===== src/rtl/reg_file_arbiter.sv =====
// Two-requester arbiter in front of a single-port register file.
// Round-robin on contention, registered RF command bus, fixed two-edge read return.
module reg_file_arbiter #(
  parameter int unsigned WIDTH = 16,
  parameter int unsigned ADDR  = 3
) (
  input  logic             clk,
  input  logic             rst,
  input  logic             ReqA,
  input  logic             ReqB,
  input  logic             WrA,
  input  logic             WrB,
  input  logic [ADDR-1:0]  AddrA,
  input  logic [ADDR-1:0]  AddrB,
  input  logic [WIDTH-1:0] WrDataA,
  input  logic [WIDTH-1:0] WrDataB,
  output logic             GntA,
  output logic             GntB,
  output logic             RdValidA,
  output logic             RdValidB,
  output logic [WIDTH-1:0] RdData,
  output logic             RF_WrEn,
  output logic             RF_RdEn,
  output logic [ADDR-1:0]  RF_Address,
  output logic [WIDTH-1:0] RF_WrData,
  input  logic [WIDTH-1:0] RF_RdData
);

  typedef enum logic [1:0] {
    IDLE  = 2'd0,
    CMD_A = 2'd1,
    CMD_B = 2'd2
  } arbStateT;

  arbStateT state;
  arbStateT nextState;
  logic     ptrB;       // 1 when B holds priority on contention
  logic     rdReturnA;
  logic     rdReturnB;

  // State register
  always_ff @(posedge clk) begin
    if (!rst) begin
      state <= IDLE;
    end else begin
      state <= nextState;
    end
  end

  // Next state follows whoever is granted this cycle
  always_comb begin
    nextState = IDLE;
    if (GntA) begin
      nextState = CMD_A;
    end else if (GntB) begin
      nextState = CMD_B;
    end
  end

  // Grants plus read-return decode of the command currently on the RF bus
  always_comb begin
    GntA      = 1'b0;
    GntB      = 1'b0;
    rdReturnA = 1'b0;
    rdReturnB = 1'b0;
    if (rst) begin
      GntA = ReqA & (~ReqB | ~ptrB);
      GntB = ReqB & (~ReqA |  ptrB);
    end
    case (state)
      CMD_A:   rdReturnA = RF_RdEn;
      CMD_B:   rdReturnB = RF_RdEn;
      default: ;
    endcase
  end

  // Priority pointer and registered RF command / read-valid outputs
  always_ff @(posedge clk) begin
    if (!rst) begin
      ptrB       <= 1'b0;
      RF_WrEn    <= 1'b0;
      RF_RdEn    <= 1'b0;
      RF_Address <= '0;
      RF_WrData  <= '0;
      RdValidA   <= 1'b0;
      RdValidB   <= 1'b0;
    end else begin
      RdValidA <= rdReturnA;
      RdValidB <= rdReturnB;
      RF_WrEn  <= 1'b0;
      RF_RdEn  <= 1'b0;
      if (GntA) begin
        ptrB       <= 1'b1;
        RF_WrEn    <= WrA;
        RF_RdEn    <= ~WrA;
        RF_Address <= AddrA;
        RF_WrData  <= WrDataA;
      end else if (GntB) begin
        ptrB       <= 1'b0;
        RF_WrEn    <= WrB;
        RF_RdEn    <= ~WrB;
        RF_Address <= AddrB;
        RF_WrData  <= WrDataB;
      end
    end
  end

  assign RdData = RF_RdData;

endmodule


===== config.mk =====
export PLATFORM = sky130hd
export DESIGN_NAME = reg_file_arbiter
export DESIGN_NICKNAME = d
export VERILOG_FILES = /design/src/rtl/reg_file_arbiter.sv
export SDC_FILE = /design/constraint.sdc
export NUM_CORES = 1
export LEC_CHECK = 0
export ABC_AREA = 0
export CAP_MARGIN = 30
export CORE_UTILIZATION = 32
export CTS_CLUSTER_SIZE = 14
export DETAILED_ROUTE_END_ITERATION = 16
export HOLD_SLACK_MARGIN = 0.02
export PLACE_DENSITY = 0.77
export SYNTH_ARGS = -nofsm -noshare
export SYNTH_HDL_FRONTEND = slang
export SYNTH_SLANG_ARGS = --single-unit

===== constraint.sdc =====
create_clock -name clk -period 1.7 [get_ports clk]
set_input_delay 0.51 -clock clk [delete_from_list [all_inputs] [get_ports clk]]
set_output_delay 0.51 -clock clk [all_outputs]
set_load 0.1 [all_outputs]

==> flow_summary.json <==
{
  "cap_violations": 0,
  "cts_buffers": 3,
  "syn_avg_cell_area_um2": 9.99,
  "drt-total-wl_um": 3690,
  "grt_pass1_vias": 1322,
  "fin_nets": 268,
  "drv_slew": 0,
  "tns_ns": 0,
  "hpwl_um": 2850,
  "ctsRootBufferMaster": "clkbuf_8",
  "setup_viol": 0,
  "core-area_mm2": 0.00441,
  "ioPinCount": 101,
  "yosys.cell_types.count": 21,
  "cp_max_fo": 5,
  "post-route-drc-count": 0,
  "outcome": "complete, no violations",
  "initial_core_util": 0.337,
  "totalPowerFinal_mw": 1.96,
  "min_path_type": "reg2reg",
  "hold_viol": 0,
  "grt_use_total": 0.156,
  "ff_latch_area_um2": 522,
  "diodes": 0,
  "cts_sinks": 26,
  "tightest_slew_ns": 0.937,
  "crit_arrival_ns": 1.16,
  "rrSetupSlack_ns": 0.18,
  "clock_skew_ns": 0.00233,
  "drt_iter0_drc": 57,
  "numPortBuffers": 68,
  "fin_ws_ns": 0.0286,
  "yosysTopAreaCell": "dfxtp_1",
  "clock_path_buffers": 2,
  "drive_gt1_frac": 0.350,
  "worst_ep_required_time_ns": 1.19,
  "die_area_mm2": 0.00493,
  "crit_path_end_kind": "primary output",
  "viasPerCell": 5.05,
  "max_slew_margin": 0.374,
  "multi_input_area_um2": 792,
  "fill_cells": 369,
  "cp-start-kind": "register",
  "syn_nets": 209,
  "fmax_mhz": 598,
  "num_vias": 1304,
  "finalCriticalPeriod_ns": 1.67,
  "rsz0062_at_grt": "yes",
  "wl_per_cell_um": 14.3,
  "antenna_found_initial": 0,
  "fp.dieW_um": 70.2,
  "cts_tree": "yes",
  "ant_nets": 0,
  "netlist_area_mm2": 0.00149,
  "globalRouteOverflowTotal": 0,
  "area_delta_synth_final_pct": 65.3,
  "ys_ff_latch": 26,
  "cts-htree-levels": 1,
  "power.leakage_nw": 0.950,
  "synth_top_area_frac": 0.350,
  "critPathKind": "reg2out",
  "yosysSeqAreaShare": 0.350,
  "vdd_drop_max_v": 0.000368,
  "place.gp.congestion": 0.778,
  "clkLatencyLatePin_ns": 0.26,
  "power_density_mw_per_mm2": 795,
  "ys_top_cells_by_area": "dfxtp_1 35%, o311ai_4 16%, o311ai_2 11%",
  "min_period_over_period": 0.983,
  "grt_max_degree": 20,
  "place_ws_ns": -0.514,
  "yosysWarnings": 0,
  "grt_pass1_wl_um": 6190,
  "core.rowCount": 24,
  "drt_first_pass_iters": 4,
  "synthCells": 149,
  "die_h_um": 70.2,
  "path_clk_slew_ns": 0.09
}
-- synthesized netlist by cell type --
| cell type | n |
|---|---|
| dfxtp_1 | 26 |
| o311ai_2 | 10 |
| buf_4 | 17 |
| nor3b_1 | 2 |
| buf_6 | 2 |
| nor2_2 | 1 |
| a21bo_4 | 1 |
| nor3b_4 | 1 |
| inv_2 | 1 |
| a21boi_1 | 1 |
| a21oi_1 | 1 |
| o211a_1 | 2 |
| nand2_1 | 39 |
| clkbuf_1 | 5 |
| buf_2 | 4 |
| and3b_1 | 1 |
| nand3_1 | 20 |
| o21ai_0 | 2 |
| nor2_1 | 3 |
| o311ai_4 | 9 |
| nor2_4 | 1 |
-- per-layer routing --
layer,share of wire,track usage,up-vias
met5,0,0,-
met4,0.0076,0.0467,0
met3,0.061,0.0231,4
met2,0.51,0.272,54
met1,0.42,0.199,618
li1,-,-,628
-- where the power goes --
group	leakage [nW]	internal (mW)	switching (mW)	total, mW
clock network	0.0216	0.158	0.184	0.342
registers	0.216	0.662	0.0539	0.716
logic	0.712	0.376	0.522	0.898
total	0.950	1.20	0.759	1.96
-- logic make-up after synthesis --
family                 synth area share
AO/OA/AOI/OAI                     0.308
buffers and inverters             0.129
flip-flops                        0.350
AND/OR/NAND/NOR                   0.213
-- through the flow --
step / cells / utilization / hold WS [ns] / area (um^2)
final: 258 / 0.558 / 0.420 / 2460
after global routing: 258 / 0.558 / 0.437 / 2460
after CTS: 258 / 0.558 / 0.418 / 2460
after detailed placement: 254 / 0.549 / 0.406 / 2420
after global placement: 254 / 0.549 / 0.396 / 2420
after floorplan: 149 / - / 0.388 / 1520
-- sequential cells by signal, indices dropped and copies added, names as in the netlist --
register / count
ptrB: 1
RF_WrEn: 1
RF_Address: 3
RF_RdEn: 1
RdValidA: 1
RF_WrData: 16
RdValidB: 1
state: 2
-- path summary, 6_finish.rpt --
check	start	endpoint	depth (start not counted)
worst max-delay path	ptrB	GntA	3
worst min-delay path	state[0]	RdValidB	1
worst min register to register	state[0]	RdValidB	1
worst max register to register	ptrB	RF_WrData[2]	5
-- cell type report --
| type | instances | share of cell area |
|---|---|---|
| Tap cell | 52 | 0.0264 |
| Sequential cell | 26 | 0.212 |
| Clock buffer | 3 | 0.0168 |
| Multi-Input combinational cell | 94 | 0.322 |
| Timing Repair Buffer | 82 | 0.421 |
| Inverter | 1 | 0.00153 |
-- worst max-delay path, stage by stage, from the launching register on --
cell,delay (ns)
dfxtp_2,0.36
a21bo_4,0.23
nor2_4,0.11
buf_12,0.18
-- timing repair --
item,CTS,global route
buffers inserted,1,0
resized for setup,14,0
hold buffers,0,0
endpoints found under the setup margin,21,1
pin swaps,2,0
-- cell usage in the layout (no fill, tap or decap) --
cell type	n
o21ai_0	2
nor3b_4	1
and3b_1	1
o311ai_4	9
nor2_4	2
a21boi_2	1
nor2_1	3
nor3b_1	2
o311ai_2	10
buf_2	3
buf_12	26
o211a_4	1
o211a_1	1
buf_6	1
clkbuf_8	3
nand2_1	39
nand3_1	20
inv_2	1
clkdlybuf4s50_1	40
buf_4	12
dfxtp_2	1
dfxtp_1	25
a21bo_4	1
a21oi_1	1
Note: power is estimated with default switching activity, not from simulation.
